### src/rtl/byte_serial_add_seq.sv
// ---------------------------------------------------------------------------
// byte_serial_add_seq
//
// Purpose:
//   Wide adder front end. It accepts one NBYTES-byte operand pair and walks
//   it LSB-first through a single shared 8-bit adder slice, one byte per
//   clock. The carry is chained between bytes in a register. The finished
//   sum, carry-out and signed-overflow flag are then presented on an output
//   handshake.
//
//   The 8-bit slice is a hybrid design. The low nibble uses carry-lookahead
//   and the high nibble uses a Kogge-Stone prefix tree. The slice also
//   exposes the carry into its bit 7, which the top level uses to form the
//   signed-overflow flag on the final byte.
//
// Configuration:
//   ADDSEQ_SUB_EN - when defined, adds the in_sub port. When in_sub is
//                   captured as 1 at accept, the block computes A-B: B bytes
//                   are inverted and the carry starts at 1. out_cout is then
//                   the not-borrow flag (1 when A >= B unsigned). When the
//                   macro is undefined the block only adds.
//
// Parameters:
//   NBYTES    operand width in bytes (2..16); W = 8*NBYTES
//
// Ports:
//   clk        in   1  system clock, all state on rising edge
//   rst        in   1  synchronous, active-high reset (highest priority)
//   in_valid   in   1  operand pair offered
//   in_ready   out  1  block can accept operands (IDLE and not in reset)
//   in_a       in   W  operand A
//   in_b       in   W  operand B
//   in_sub     in   1  subtract select (only with ADDSEQ_SUB_EN)
//   out_valid  out  1  result available (DONE and not in reset)
//   out_ready  in   1  consumer accepts result
//   out_sum    out  W  sum mod 2^W (registered)
//   out_cout   out  1  carry out of bit W-1 (registered)
//   out_ovf    out  1  signed overflow (registered)
//   busy       out  1  high in RUN or DONE (not in reset)
//   dbg_state  out  2  FSM state: 0=IDLE, 1=RUN, 2=DONE
//
// Handshake semantics (both ports):
//   A transfer happens on a rising edge where valid && ready are both high.
//   in_ready and out_valid depend only on the FSM state and rst; they never
//   depend on in_valid or out_ready. A producer may change its payload
//   freely once the transfer edge has passed. While out_valid is high the
//   result payload is held stable until the transfer edge.
// ---------------------------------------------------------------------------

module byte_serial_add_slice (
  input  logic [7:0] i_a,
  input  logic [7:0] i_b,
  input  logic       i_cin,
  output logic [7:0] o_sum,
  output logic       o_c7,
  output logic       o_cout
);

  logic [7:0] w_g;
  logic [7:0] w_p;
  logic [8:0] w_c;

  // Kogge-Stone prefix terms for the high nibble (local bit index 0..3).
  logic [3:0] w_g1, w_p1;
  logic [3:0] w_g2, w_p2;

  assign w_g = i_a & i_b;
  assign w_p = i_a ^ i_b;

  // Low nibble: carry-lookahead, every carry written out flat from i_cin.
  assign w_c[0] = i_cin;
  assign w_c[1] = w_g[0] | (w_p[0] & w_c[0]);
  assign w_c[2] = w_g[1] | (w_p[1] & w_g[0]) | (w_p[1] & w_p[0] & w_c[0]);
  assign w_c[3] = w_g[2] | (w_p[2] & w_g[1]) | (w_p[2] & w_p[1] & w_g[0])
                | (w_p[2] & w_p[1] & w_p[0] & w_c[0]);
  assign w_c[4] = w_g[3] | (w_p[3] & w_g[2]) | (w_p[3] & w_p[2] & w_g[1])
                | (w_p[3] & w_p[2] & w_p[1] & w_g[0])
                | (w_p[3] & w_p[2] & w_p[1] & w_p[0] & w_c[0]);

  // High nibble, level 1: span of 2 bits.
  assign w_g1[0] = w_g[4];
  assign w_p1[0] = w_p[4];
  assign w_g1[1] = w_g[5] | (w_p[5] & w_g[4]);
  assign w_p1[1] = w_p[5] & w_p[4];
  assign w_g1[2] = w_g[6] | (w_p[6] & w_g[5]);
  assign w_p1[2] = w_p[6] & w_p[5];
  assign w_g1[3] = w_g[7] | (w_p[7] & w_g[6]);
  assign w_p1[3] = w_p[7] & w_p[6];

  // High nibble, level 2: span of 4 bits. Each entry now covers bits 4..4+i.
  assign w_g2[0] = w_g1[0];
  assign w_p2[0] = w_p1[0];
  assign w_g2[1] = w_g1[1];
  assign w_p2[1] = w_p1[1];
  assign w_g2[2] = w_g1[2] | (w_p1[2] & w_g1[0]);
  assign w_p2[2] = w_p1[2] & w_p1[0];
  assign w_g2[3] = w_g1[3] | (w_p1[3] & w_g1[1]);
  assign w_p2[3] = w_p1[3] & w_p1[1];

  // Fold the nibble carry from the lookahead half into the prefix groups.
  assign w_c[5] = w_g2[0] | (w_p2[0] & w_c[4]);
  assign w_c[6] = w_g2[1] | (w_p2[1] & w_c[4]);
  assign w_c[7] = w_g2[2] | (w_p2[2] & w_c[4]);
  assign w_c[8] = w_g2[3] | (w_p2[3] & w_c[4]);

  assign o_sum  = w_p ^ w_c[7:0];
  assign o_c7   = w_c[7];
  assign o_cout = w_c[8];

endmodule

module byte_serial_add_seq #(
  parameter int NBYTES = 4
) (
  input  logic                clk,
  input  logic                rst,
  input  logic                in_valid,
  output logic                in_ready,
  input  logic [8*NBYTES-1:0] in_a,
  input  logic [8*NBYTES-1:0] in_b,
`ifdef ADDSEQ_SUB_EN
  input  logic                in_sub,
`endif
  output logic                out_valid,
  input  logic                out_ready,
  output logic [8*NBYTES-1:0] out_sum,
  output logic                out_cout,
  output logic                out_ovf,
  output logic                busy,
  output logic [1:0]          dbg_state
);

  localparam int W    = 8 * NBYTES;
  localparam int IDXW = $clog2(NBYTES);

  typedef enum logic [1:0] {
    S_IDLE = 2'd0,
    S_RUN  = 2'd1,
    S_DONE = 2'd2
  } state_t;

  state_t            r_state;
  state_t            w_state_next;
  logic [W-1:0]      r_a;
  logic [W-1:0]      r_b;
  logic [IDXW-1:0]   r_idx;
  logic              r_carry;
  logic [W-1:0]      r_sum;
  logic              r_cout;
  logic              r_ovf;
`ifdef ADDSEQ_SUB_EN
  logic              r_sub;
`endif

  logic [7:0]        w_a_byte;
  logic [7:0]        w_b_byte;
  logic [7:0]        w_slice_sum;
  logic              w_slice_c7;
  logic              w_slice_cout;
  logic              w_last;
  logic              w_accept;
  logic              w_init_carry;

  // ---------------------------------------------------------------------
  // Byte selection feeding the shared slice
  // ---------------------------------------------------------------------
  assign w_a_byte = r_a[8*r_idx +: 8];
`ifdef ADDSEQ_SUB_EN
  // Subtraction is A + ~B + 1; the +1 enters as the initial carry.
  assign w_b_byte     = r_b[8*r_idx +: 8] ^ {8{r_sub}};
  assign w_init_carry = in_sub;
`else
  assign w_b_byte     = r_b[8*r_idx +: 8];
  assign w_init_carry = 1'b0;
`endif

  byte_serial_add_slice u_slice (
    .i_a    (w_a_byte),
    .i_b    (w_b_byte),
    .i_cin  (r_carry),
    .o_sum  (w_slice_sum),
    .o_c7   (w_slice_c7),
    .o_cout (w_slice_cout)
  );

  assign w_last   = (r_idx == IDXW'(NBYTES - 1));
  assign w_accept = in_valid && (r_state == S_IDLE);

  // ---------------------------------------------------------------------
  // FSM next state
  // ---------------------------------------------------------------------
  always_comb begin
    w_state_next = r_state;
    case (r_state)
      S_IDLE:  if (in_valid)  w_state_next = S_RUN;
      S_RUN:   if (w_last)    w_state_next = S_DONE;
      S_DONE:  if (out_ready) w_state_next = S_IDLE;
      default:                w_state_next = S_IDLE;
    endcase
  end

  // ---------------------------------------------------------------------
  // State, index, carry and result registers
  // ---------------------------------------------------------------------
  always_ff @(posedge clk) begin
    if (rst) begin
      r_state <= S_IDLE;
      r_idx   <= '0;
      r_carry <= 1'b0;
      r_sum   <= '0;
      r_cout  <= 1'b0;
      r_ovf   <= 1'b0;
    end else begin
      r_state <= w_state_next;
      if (w_accept) begin
        r_a     <= in_a;
        r_b     <= in_b;
        r_idx   <= '0;
        r_carry <= w_init_carry;
`ifdef ADDSEQ_SUB_EN
        r_sub   <= in_sub;
`endif
      end
      if (r_state == S_RUN) begin
        r_sum[8*r_idx +: 8] <= w_slice_sum;
        r_carry             <= w_slice_cout;
        if (w_last) begin
          // Overflow uses the carry into the MSB of the whole word, which
          // is bit 7 of the final byte.
          r_cout <= w_slice_cout;
          r_ovf  <= w_slice_c7 ^ w_slice_cout;
          // Park the index at 0 rather than wrapping past NBYTES-1.
          r_idx  <= '0;
        end else begin
          r_idx  <= r_idx + 1'b1;
        end
      end
    end
  end

  // ---------------------------------------------------------------------
  // Outputs: handshake flags decode from state, gated off during reset
  // ---------------------------------------------------------------------
  assign in_ready  = (r_state == S_IDLE) && !rst;
  assign out_valid = (r_state == S_DONE) && !rst;
  assign busy      = ((r_state == S_RUN) || (r_state == S_DONE)) && !rst;
  assign out_sum   = r_sum;
  assign out_cout  = r_cout;
  assign out_ovf   = r_ovf;
  assign dbg_state = r_state;

endmodule
### config.mk
export PLATFORM = sky130hd
export DESIGN_NAME = byte_serial_add_seq
export DESIGN_NICKNAME = d
export VERILOG_FILES = /design/src/rtl/byte_serial_add_seq.sv
export SDC_FILE = /design/constraint.sdc
export NUM_CORES = 1
export LEC_CHECK = 0
export ABC_AREA = 1
export CAP_MARGIN = 15
export CORE_AREA = 2 2 85 107
export DETAILED_ROUTE_END_ITERATION = 6
export DIE_AREA = 0 0 87 109
export PLACE_DENSITY = 0.83
export SETUP_SLACK_MARGIN = 0.5
export SYNTH_ARGS = -nofsm -noshare
export SYNTH_HDL_FRONTEND = slang
export SYNTH_SLANG_ARGS = --single-unit
export TNS_END_PERCENT = 30
### constraint.sdc
create_clock -name clk -period 12.3 [get_ports clk]
set_clock_uncertainty 0.05 [all_clocks]
set_input_delay 1.845 -clock clk [delete_from_list [all_inputs] [get_ports clk]]
set_output_delay 1.845 -clock clk [all_outputs]
set_load 0.03 [all_outputs]
==> run_results.csv <==
group,metric,value,unit
outcome,outcome,"finished, final reports clean",
cts,htree_num_levels,3,
setup_path,required,10.40,ns
cts,cts_setup_buffers,0,
timing,hold_violations,0,
floorplanning,core-area,8510,um^2
timing,relSlewSlack,48.4,%
drt,ant_nets,0,
logic_synthesis,yosysTopAreaCell,"edfxtp_1",
drt,first_iter_violations,204,
setup_path,cp_max_fo,40,
timing,worst_slew_pin_slew,0.774,ns
cts,clk_pin_slew,0.09,ns
global_routing,grt_usage,20.4,%
logic_synthesis,syn_inst,412,
global_routing,antenna_found_initial,0,
global_routing,grt_pass1_wl,14800,um
timing,finalCritPeriodShare,43.0,%
worst_hold_path,worstHoldPathType,"reg2reg",
drt,routedWlPerCell,15.1,um
finish,mostFrequentLayoutCell,"clkdlybuf4s50_1",
place,gp_congestion,0.840,
floorplanning,die_h,109,um
drt,drc,0,
global_routing,gr-total-overflow,0,
place,numPortBuffers,106,
drt,wl,9350,um
cts,cts_sinks,103,
global_routing,grt_pass1_vias,3161,
logic_synthesis,syn_nets,500,
drt,first_pass_iters,4,
drt,vias_per_cell,5.45,
global_routing,grt_max_degree,65,
cts,cts_root_buf,"clkbuf_8",
floorplanning,io_pins,107,
floorplanning,start_util,51.1,%
timing,fin_crit,5.28,ns
logic_synthesis,avgSynthCellArea,10.6,um^2
setup_path,reg2reg_slack,8.51,ns
run,cap_viol_max_count,0,
worst_hold_path,hold_end,"out_sum[3]",
timing,tns,0,ns
finish,stdcell_area,5710,um^2
cts,clockBufferDepth,2,
cts,cts_resized,0,
logic_synthesis,yosys_warnings,0,
drt,vias,3378,
logic_synthesis,synth-seq-area-share,62.1,%
setup_path,arrival,3.39,ns
logic_synthesis,syn-cell-area,4350,um^2
finish,num-fill-cells,630,
finish,synthToLayoutAreaGrowth,31.3,%
finish,fin_nets,604,
power_and_ir_drop,powerDensity,203,nW/um^2
setup_path,worstSetupPathType,"in2out",
cts,ctsHoldBuffers,0,
floorplanning,dieWidth,87,um
timing,final_max_slew_viol_count,0,
logic_synthesis,synth.distinct_cells,36,
cts,cts_tree,"done",
timing,setup_viol,0,
place,dp_hpwl,6650,um
finish,drive_gt1_share,6.92,%
setup_path,end_kind,"output pin",
setup_path,r2r_end,"out_sum[29]",
setup_path,worstRegToRegCells,14,
setup_path,r2r_start,"r_idx[1]",
floorplanning,die_area,9480,um^2
place,dpl_cell_area,5500,um^2
power_and_ir_drop,ir_drop,106,uV
worst_hold_path,worstHoldStart,"out_sum[3]",
cts,worstSkewPairLatency,0.37,ns
floorplanning,rows,38,
logic_synthesis,yosysTopAreaCellShare,44.2,%
logic_synthesis,synth_seq_cells,103,
worst_hold_path,whs_path_depth,2,
power_and_ir_drop,power_leakage,2.05,nW
logic_synthesis,synthTopCellsByArea,"edfxtp_1, dfxtp_1, nand2_1, ha_1, a21oi_1",
finish,final_cell_mix,"clkdlybuf4s50_1, nand2_1, edfxtp_1",
cts,numCtsBuffers,9,
timing,fmax,189,MHz
timing,rsz0062_at_grt,"no",
finish,diodes,0,
setup_path,critical_path.startpoint_type,"input pin",
[power breakdown]
group / internal [W] / total [W] / switching (W)
clock: 0.000114 / 0.000225 / 0.000111
combinational: 0.000169 / 0.000502 / 0.000333
sequential: 0.000416 / 0.000433 / 0.0000171
total: 0.000699 / 0.00116 / 0.000461
[cells by family (layout without fill, tap and decap cells)]
family	after synthesis	count (layout)	synth area share, %
compound gates	98	98	12.7
fa+ha+maj	20	20	6.10
flops	103	103	62.1
simple gates	145	145	14.7
xor+xnor	2	2	0.403
buf+inv	44	152	3.97
[synthesized netlist by cell type, drive strengths merged]
cell	count
nand2	72
edfxtp	64
nor2	48
a21oi	39
dfxtp	39
o21ai	32
inv	27
ha	18
nand3	14
o22ai	14
clkbuf	10
buf	6
nand4	6
a22oi	4
nor3	3
a21o	2
a32oi	2
fa	2
a211oi	1
a31oi	1
clkinv	1
nor4	1
o211ai	1
o21a	1
o221ai	1
or2	1
xnor2	1
xor2	1
[metal layers]
layer	vias up	track usage, %	wire (um)
met5	-	0	0
met3	14	3.56	482
li1	1647	-	-
met1	1596	22.9	3570
met2	121	37.5	5110
met4	0	9.04	189
[layout make-up]
| class | count | area (um^2) | area share (%) |
|---|---|---|---|
| Clock buffer | 10 | 128 | 2.24 |
| Clock inverter | 5 | 83.8 | 1.47 |
| Inverter | 28 | 105 | 1.84 |
| Multi-Input combinational cell | 265 | 1480 | 25.9 |
| Sequential cell | 103 | 2700 | 47.3 |
| Tap cell | 100 | 125 | 2.19 |
| Timing Repair Buffer | 109 | 1080 | 19.0 |
[per-stage QoR]
step	hold WS, ns	util (%)	std cells	worst slack, ns	total power, W
6_report	0.419	67.1	620	7.02	0.00116
5_1_grt	0.440	67.1	620	6.96	0.00124
4_1_cts	0.421	67.1	620	7.02	0.00116
3_5_place_dp	0.407	64.6	605	7.04	0.000939
3_3_place_gp	0.402	64.6	605	7.04	0.000923
2_1_floorplan	0.506	-	412	7.02	0.000787
[flip-flops by register name, summed over array words and instances (netlist names)]
signal / count
out_sum: 32
r_a: 32
r_b: 32
dbg_state: 2
r_idx: 2
out_cout: 1
out_ovf: 1
r_carry: 1
[worst max-delay path, cell delays in order]
cell and delay, ns:
clkdlybuf4s50_1 0.46, buf_4 0.37, nor2_1 0.10, clkdlybuf4s50_1 0.60
[how the worst max path moves through the flow]
| stage | cells past startpoint | startpoint | end |
|---|---|---|---|
| 4_1_cts | 4 | rst | out_valid |
| 3_3_place_gp | 4 | rst | out_valid |
| 2_1_floorplan | 2 | rst | r_a[0] |
| 5_1_grt | 4 | rst | in_ready |
| 6_report | 4 | rst | out_valid |
| 3_5_place_dp | 4 | rst | out_valid |
(Power assumes the default switching activity.)
